===== config.mk =====
export PLATFORM = sky130hd
export DESIGN_NAME = rifl_tx_stats_flat
export DESIGN_NICKNAME = d
export VERILOG_FILES = /design/src/rtl/rifl_tx_stats_if.sv /design/src/rtl/rifl_tx_stats.sv /design/src/flat_wrapper.sv
export SDC_FILE = /design/constraint.sdc
export NUM_CORES = 1
export LEC_CHECK = 0
export CELL_PAD_IN_SITES_DETAIL_PLACEMENT = 0
export CELL_PAD_IN_SITES_GLOBAL_PLACEMENT = 1
export CORE_MARGIN = 8
export CORE_UTILIZATION = 47
export DETAILED_ROUTE_END_ITERATION = 10
export GPL_ROUTABILITY_DRIVEN = 1
export GPL_TIMING_DRIVEN = 0
export HOLD_SLACK_MARGIN = 0.02
export PLACE_DENSITY_LB_ADDON = 0.08
export SLEW_MARGIN = 20
export SYNTH_ARGS = -nofsm -noshare
export SYNTH_HDL_FRONTEND = slang
export SYNTH_SLANG_ARGS = --single-unit

===== constraint.sdc =====
create_clock -name clk -period 6.5 [get_ports clk]
set_input_delay 0.65 -clock clk [delete_from_list [all_inputs] [get_ports clk]]
set_output_delay 0.65 -clock clk [all_outputs]
set_load 0.02 [all_outputs]

===== src/rtl/rifl_tx_stats_if.sv =====
// Tap bundle for the TX statistics block: monitored link/stream/pause inputs,
// the snapshot request handshake and the snapshot/event outputs.
interface rifl_tx_stats_if #(
    parameter int CNT_WIDTH = 32
);
    logic                 tx_up;
    logic                 tx_valid;
    logic                 tx_ready;
    logic                 tx_last;
    logic                 tx_pause;
    logic                 tx_retrans;
    logic                 snap_req;
    logic                 snap_clear;
    logic                 tx_down_captured;
    logic                 tx_down_recovered;
    logic                 snap_valid;
    logic [CNT_WIDTH-1:0] frame_cnt;
    logic [CNT_WIDTH-1:0] beat_cnt;
    logic [CNT_WIDTH-1:0] abort_cnt;
    logic [CNT_WIDTH-1:0] pause_evt_cnt;
    logic [CNT_WIDTH-1:0] pause_cyc_cnt;
    logic [CNT_WIDTH-1:0] retrans_cnt;
    logic [CNT_WIDTH-1:0] down_cnt;

    modport master (
        output tx_up, tx_valid, tx_ready, tx_last, tx_pause, tx_retrans,
               snap_req, snap_clear,
        input  tx_down_captured, tx_down_recovered, snap_valid,
               frame_cnt, beat_cnt, abort_cnt, pause_evt_cnt, pause_cyc_cnt,
               retrans_cnt, down_cnt
    );

    modport slave (
        input  tx_up, tx_valid, tx_ready, tx_last, tx_pause, tx_retrans,
               snap_req, snap_clear,
        output tx_down_captured, tx_down_recovered, snap_valid,
               frame_cnt, beat_cnt, abort_cnt, pause_evt_cnt, pause_cyc_cnt,
               retrans_cnt, down_cnt
    );
endinterface


===== src/rtl/rifl_tx_stats.sv =====
// Transmit-side link statistics: passive event counters with registered event
// pulses and an atomic snapshot/clear readout path.
module rifl_tx_stats #(
    parameter int CNT_WIDTH = 32,
    parameter int SATURATE  = 1
) (
    input logic               clk,
    input logic               rst_n,
    rifl_tx_stats_if.slave    bus
);
    localparam int NUM_CNT = 7;
    localparam logic [CNT_WIDTH-1:0] CNT_ONE = CNT_WIDTH'(1);

    typedef enum logic [1:0] {
        ST_INIT = 2'd0,
        ST_UP   = 2'd1,
        ST_DOWN = 2'd2
    } link_state_t;

    link_state_t state_reg, state_next;
    logic        drop_evt, recover_evt;
    logic        in_frame_reg, in_frame_next;
    logic        pause_q_reg;
    logic        down_captured_reg, down_recovered_reg, snap_valid_reg;
    logic        beat, frame_done, clear_live;

    // Counter slots: frame, beat, abort, pause_evt, pause_cyc, retrans, down.
    logic [NUM_CNT-1:0]   evt;
    logic [CNT_WIDTH-1:0] live_reg [NUM_CNT];
    logic [CNT_WIDTH-1:0] live_inc [NUM_CNT];
    logic [CNT_WIDTH-1:0] snap_reg [NUM_CNT];

    always_ff @(posedge clk or negedge rst_n) begin
        if (!rst_n) begin
            state_reg <= ST_INIT;
        end else begin
            state_reg <= state_next;
        end
    end

    always_comb begin
        state_next  = state_reg;
        drop_evt    = 1'b0;
        recover_evt = 1'b0;
        case (state_reg)
            ST_INIT: if (bus.tx_up) state_next = ST_UP;
            ST_UP: begin
                if (!bus.tx_up) begin
                    state_next = ST_DOWN;
                    drop_evt   = 1'b1;
                end
            end
            ST_DOWN: begin
                if (bus.tx_up) begin
                    state_next  = ST_UP;
                    recover_evt = 1'b1;
                end
            end
            default: state_next = ST_INIT;
        endcase
    end

    assign beat       = bus.tx_valid & bus.tx_ready;
    assign frame_done = beat & bus.tx_last;
    assign clear_live = bus.snap_req & bus.snap_clear;

    // A last beat landing on the drop edge completes its frame rather than aborting it.
    assign evt[0] = frame_done;
    assign evt[1] = beat;
    assign evt[2] = drop_evt & in_frame_reg & ~frame_done;
    assign evt[3] = bus.tx_pause & ~pause_q_reg;
    assign evt[4] = bus.tx_pause;
    assign evt[5] = bus.tx_retrans;
    assign evt[6] = drop_evt;

    always_comb begin
        in_frame_next = in_frame_reg;
        if (drop_evt) begin
            in_frame_next = 1'b0;
        end else if (beat) begin
            in_frame_next = ~bus.tx_last;
        end
    end

    always_ff @(posedge clk or negedge rst_n) begin
        if (!rst_n) begin
            in_frame_reg       <= 1'b0;
            pause_q_reg        <= 1'b0;
            down_captured_reg  <= 1'b0;
            down_recovered_reg <= 1'b0;
            snap_valid_reg     <= 1'b0;
        end else begin
            in_frame_reg       <= in_frame_next;
            pause_q_reg        <= bus.tx_pause;
            down_captured_reg  <= drop_evt;
            down_recovered_reg <= recover_evt;
            snap_valid_reg     <= bus.snap_req;
        end
    end

    generate
        for (genvar gi = 0; gi < NUM_CNT; gi++) begin : g_cnt
            // Value including this edge's event; the snapshot captures it and a
            // clear restarts the live counter from just this edge's event.
            assign live_inc[gi] = !evt[gi]           ? live_reg[gi] :
                                  (&live_reg[gi])    ? ((SATURATE != 0) ? live_reg[gi] : '0) :
                                                       live_reg[gi] + CNT_ONE;

            always_ff @(posedge clk or negedge rst_n) begin
                if (!rst_n) begin
                    live_reg[gi] <= '0;
                    snap_reg[gi] <= '0;
                end else begin
                    live_reg[gi] <= clear_live ? CNT_WIDTH'(evt[gi]) : live_inc[gi];
                    if (bus.snap_req) begin
                        snap_reg[gi] <= live_inc[gi];
                    end
                end
            end
        end
    endgenerate

    assign bus.tx_down_captured  = down_captured_reg;
    assign bus.tx_down_recovered = down_recovered_reg;
    assign bus.snap_valid        = snap_valid_reg;
    assign bus.frame_cnt         = snap_reg[0];
    assign bus.beat_cnt          = snap_reg[1];
    assign bus.abort_cnt         = snap_reg[2];
    assign bus.pause_evt_cnt     = snap_reg[3];
    assign bus.pause_cyc_cnt     = snap_reg[4];
    assign bus.retrans_cnt       = snap_reg[5];
    assign bus.down_cnt          = snap_reg[6];
endmodule


===== src/flat_wrapper.sv =====
// flat-port wrapper written by rule: the top's interface ports become plain ports
module rifl_tx_stats_flat 
#(
    parameter int CNT_WIDTH = 32,
    parameter int SATURATE  = 1
)
  (clk, rst_n, bus_tx_up, bus_tx_valid, bus_tx_ready, bus_tx_last, bus_tx_pause, bus_tx_retrans, bus_snap_req, bus_snap_clear, bus_tx_down_captured, bus_tx_down_recovered, bus_snap_valid, bus_frame_cnt, bus_beat_cnt, bus_abort_cnt, bus_pause_evt_cnt, bus_pause_cyc_cnt, bus_retrans_cnt, bus_down_cnt);
  rifl_tx_stats_if #(.CNT_WIDTH(CNT_WIDTH)) bus_i ();
  input logic clk;
  input logic rst_n;
  input wire logic [$bits(bus_i.tx_up)-1:0] bus_tx_up;
  input wire logic [$bits(bus_i.tx_valid)-1:0] bus_tx_valid;
  input wire logic [$bits(bus_i.tx_ready)-1:0] bus_tx_ready;
  input wire logic [$bits(bus_i.tx_last)-1:0] bus_tx_last;
  input wire logic [$bits(bus_i.tx_pause)-1:0] bus_tx_pause;
  input wire logic [$bits(bus_i.tx_retrans)-1:0] bus_tx_retrans;
  input wire logic [$bits(bus_i.snap_req)-1:0] bus_snap_req;
  input wire logic [$bits(bus_i.snap_clear)-1:0] bus_snap_clear;
  output wire logic [$bits(bus_i.tx_down_captured)-1:0] bus_tx_down_captured;
  output wire logic [$bits(bus_i.tx_down_recovered)-1:0] bus_tx_down_recovered;
  output wire logic [$bits(bus_i.snap_valid)-1:0] bus_snap_valid;
  output wire logic [$bits(bus_i.frame_cnt)-1:0] bus_frame_cnt;
  output wire logic [$bits(bus_i.beat_cnt)-1:0] bus_beat_cnt;
  output wire logic [$bits(bus_i.abort_cnt)-1:0] bus_abort_cnt;
  output wire logic [$bits(bus_i.pause_evt_cnt)-1:0] bus_pause_evt_cnt;
  output wire logic [$bits(bus_i.pause_cyc_cnt)-1:0] bus_pause_cyc_cnt;
  output wire logic [$bits(bus_i.retrans_cnt)-1:0] bus_retrans_cnt;
  output wire logic [$bits(bus_i.down_cnt)-1:0] bus_down_cnt;
  assign bus_i.tx_up = bus_tx_up;
  assign bus_i.tx_valid = bus_tx_valid;
  assign bus_i.tx_ready = bus_tx_ready;
  assign bus_i.tx_last = bus_tx_last;
  assign bus_i.tx_pause = bus_tx_pause;
  assign bus_i.tx_retrans = bus_tx_retrans;
  assign bus_i.snap_req = bus_snap_req;
  assign bus_i.snap_clear = bus_snap_clear;
  assign bus_tx_down_captured = bus_i.tx_down_captured;
  assign bus_tx_down_recovered = bus_i.tx_down_recovered;
  assign bus_snap_valid = bus_i.snap_valid;
  assign bus_frame_cnt = bus_i.frame_cnt;
  assign bus_beat_cnt = bus_i.beat_cnt;
  assign bus_abort_cnt = bus_i.abort_cnt;
  assign bus_pause_evt_cnt = bus_i.pause_evt_cnt;
  assign bus_pause_cyc_cnt = bus_i.pause_cyc_cnt;
  assign bus_retrans_cnt = bus_i.retrans_cnt;
  assign bus_down_cnt = bus_i.down_cnt;
  rifl_tx_stats #(.CNT_WIDTH(CNT_WIDTH), .SATURATE(SATURATE)) u_core (.clk(clk), .rst_n(rst_n), .bus(bus_i));
endmodule

==> run_results.csv <==
group,metric,value,unit
status,result_of_the_run,"finished clean",
timing,fin_hold_ws,105,ps
setup_path,cp_common_cell,"clkbuf_1",
power,power_frac_clock,43.0,%
yosys,synth_area,0.0209,mm2
setup_path,worst_ep_required_time,6900,ps
layout,layout-drive-gt1-share,4.57,%
power,p_per_area,266,mW/mm2
timing,timing.fmax,0.287,GHz
setup_path,cp-start-kind,"primary input",
setup_path,cpLargestDelayFamily,"simple AND/OR/NAND/NOR gates",
timing,period_minus_slack,3480,ps
grt,first_global_vias,18000,
clock_tree,cts_tree,"done",
clock_tree,cts_max_path_buffers,3,
layout,design.final.nets,2482,
yosys,post_synth_main_area_contributors,"dfrtp_1 55%, nor2_1 5.6%, a21oi_1 5.1%, a31oi_1 4.5%, or3_1 3.2%",
route,routedWlPerCell,20.9,um
layout,largest_register_ff_count,224,
power,p_comb_share,11.7,%
route,totalWireLength,64.5,mm
setup_path,path_max_fanout,10,
timing,setup_viol,0,
setup_path,worst_ep_arrival_time,3880,ps
yosys,dominantRegCellSynth,"dfrtp_1",
clock_tree,postCtsResizedCells,0,
setup_path,crit_path_cell_trace,"clkdlybuf4s50_1 -> nor2b_1 -> nand3_1 -> or4_1 -> clkbuf_1 -> clkbuf_1 -> o41ai_1 -> a31oi_1",
clock_tree,tritoncts.num_buffers,49,
clock_tree,clock_transition_at_the_register_clock_pins_on_the_worst_setup_and_hold_paths_after_cts,60,ps
yosys,synthesis.area_per_instance,9.60,um2
timing,rsz_0062_raised_after_global_routing,"false",
floorplan,std_cell_rows,77,
run,drv_cap,0,
layout,finish.utilization,58.5,%
placed_design,placed_cells,3006,
floorplan,initial_core_util,47.4,%
grt,overflow_left_after_global_routing,0,
timing,finalMaxSlewViolations,0,
route,drtIter0Drc,1444,
power,switching_share,25.9,%
setup_path,combined_buffer_and_inverter_count_along_the_critical_path,3,
route,vias,18400,
timing,worst-slew-pin-transition,1160,ps
clock_tree,buffers_inserted_during_post_cts_setup_optimization,0,
floorplan,top_level_ports,237,
setup_path,setup.worst_path.end_class,"register",
layout,fin_cells,3089,
yosys,synth_top_area_share,54.6,%
placed_design,quantity_of_i_o_buffers_inserted_on_ports,236,
timing,timing.final.crit_share,53.5,%
power,power.share.sequential,45.3,%
yosys,synth.net_count,2191,
clock_tree,cts-hold-fix-buffers,0,
route,first_pass_iters,7,
timing,final.setup_skew,9.59,ps
layout,diodes,0,
grt,grt_pass1_wl,101,mm
floorplan,die_w,227,um
timing,slew_headroom,22.4,%
placed_design,gpl.final_weighted_congestion,0.878,
setup_path,timing.setup.critical_path_class,"primary input to register",
timing,final.setup.tns,0,ps
yosys,syn-instance-count,2174,
yosys,post_synth_num_cell_types,63,
power,worst_ir_drop_vdd,0.000210,V
yosys,yosysSeqAreaShare,54.6,%
power,internal_power,5.08,mW
placed_design,dp_hpwl,46.1,mm
route,detail_route.vias_per_cell,5.95,
clock_tree,ctsHtreeMaxLevel,2,
placed_design,placed_area,0.0241,mm2
worst_hold_path,worstHoldPathType,"primary input to asynchronous set/reset pin",
floorplan,area_of_the_die,0.0514,mm2
setup_path,cp_slowest_cell,"o41ai_1",
clock_tree,clock_latency_of_the_later_clocked_register_in_the_worst_skew_pair,570,ps
grt,grt_antenna_before_repair,0,
yosys,synth_edf_count,0,
clock_tree,clock_sink_count,455,
grt,grt_max_degree,99,
yosys,asyncSetResetFlopFracSynth,100,%
layout,layout.cells.most_common_list,"455 x dfrtp_1, 314 x nor2_1, 235 x clkdlybuf4s50_1, 212 x a21oi_1, 150 x a31oi_1",
power,power.net_switching,1.77,mW
floorplan,fp.dieH,227,um
yosys,yosysWarningCount,0,
yosys,cell_accounting_for_the_most_synthesized_area,"dfrtp_1",
floorplan,core_area,0.0440,mm2
setup_path,critPathMaxStageDelay,670,ps
layout,area_growth,23.5,%
yosys,count_of_state_elements_after_synthesis,455,
route,number_of_design_rule_violations_left_after_detail_routing,0,
layout,mostFrequentLayoutCell,"dfrtp_1",
power,p_leak,10.2,nW
route,ant_nets,0,
timing,final-hold-violation-count,0,
grt,global_route.usage.total,24.8,%
clock_tree,root_buffer,"clkbuf_16",
layout,post-route-cell-area,0.0258,mm2
## power groups by stage
stage | clock, mW | sequential, mW | combinational [mW]
floorplan | 0 | 3.26 | 0.243
global placement | 0 | 3.16 | 0.790
detailed placement | 0 | 3.15 | 0.809
CTS | 3.01 | 3.11 | 0.813
global route | 3.11 | 3.12 | 0.866
finish | 2.95 | 3.11 | 0.800
## path summary, 6_finish.rpt
path / slack, ps / to / startpoint / cells past startpoint
min in group clk: 490 / u_core.bus.down_cnt[20]$_DFFE_PN0P_ / u_core.bus.down_cnt[20]$_DFFE_PN0P_ / 2
max in group asynchronous: 4990 / u_core.live_reg[215]$_DFF_PN0_ / rst_n / 3
max: 3020 / u_core.bus.pause_evt_cnt[31]$_DFFE_PN0P_ / bus_tx_pause / 8
min reg2reg: 490 / u_core.bus.down_cnt[20]$_DFFE_PN0P_ / u_core.bus.down_cnt[20]$_DFFE_PN0P_ / 2
max reg2reg: 3300 / u_core.bus.pause_evt_cnt[31]$_DFFE_PN0P_ / u_core.pause_q_reg$_DFF_PN0_ / 7
min: 100 / u_core.bus.pause_evt_cnt[12]$_DFFE_PN0P_ / rst_n / 1
## per-stage QoR
step	worst slack (ps)	power [mW]
floorplan	3810	3.50
global placement	-15490	3.95
detailed placement	2510	3.96
CTS	3100	6.93
global route	2810	7.10
finish	3020	6.85
## synthesized netlist by cell type (all sizes together), types with 3 or more instances
| cell type | count |
|---|---|
| nor4b | 6 |
| o21ai | 112 |
| o211ai | 5 |
| clkbuf | 111 |
| a31o | 10 |
| xnor2 | 44 |
| nand3 | 96 |
| a311oi | 4 |
| nor2b | 3 |
| xor2 | 21 |
| a2111oi | 9 |
| buf | 7 |
| ha | 7 |
| nor4 | 28 |
| a211oi | 11 |
| or2 | 8 |
| dfrtp | 455 |
| a21oi | 212 |
| o31ai | 42 |
| a31oi | 150 |
| and2 | 17 |
| a21o | 3 |
| or3 | 106 |
| o41ai | 4 |
| nor3 | 24 |
| or4 | 54 |
| mux2i | 14 |
| and4 | 29 |
| nand4b | 5 |
| o311ai | 3 |
| inv | 26 |
| o2111ai | 4 |
| and3 | 32 |
| nand4 | 63 |
| nor2 | 314 |
| nand2 | 112 |
## per-layer routing
metal | vias up | global-route usage [%] | routed length [um]
li1 | 8665 | - | -
met1 | 9068 | 34.0 | 28400
met2 | 535 | 38.8 | 29700
met3 | 105 | 4.58 | 4310
met4 | 0 | 9.25 | 2060
met5 | - | 0 | 0
## worst register-to-register path, cell delays in order, from the launching register on
cell and delay [ps]:
dfrtp_1 370, nor2b_1 400, nand3_1 370, or4_1 550, clkbuf_1 210, clkbuf_1 280, o41ai_1 670, a31oi_1 180
## kinds of logic (layout without fill, tap and decap cells)
logic type / after synthesis / after routing / synth area share, %
AO/OA/AOI/OAI: 583 / 583 / 16.5
XOR/XNOR: 65 / 65 / 2.73
adder cells (fa/ha/maj): 7 / 7 / 0.420
buffers and inverters: 144 / 467 / 2.71
flip-flops: 455 / 455 / 54.6
multiplexers: 15 / 15 / 0.726
AND/OR/NAND/NOR: 905 / 905 / 22.3
## layout make-up
class	instances	area, um2
timing repair buffer	240	2480
fill	3994	18300
clock inverter	19	302
tap	592	741
inverter	26	103
buffer	118	463
multi-input combinational	1575	8930
clock buffer	64	1370
sequential	455	11400
Power figures use the tool's default switching activity.
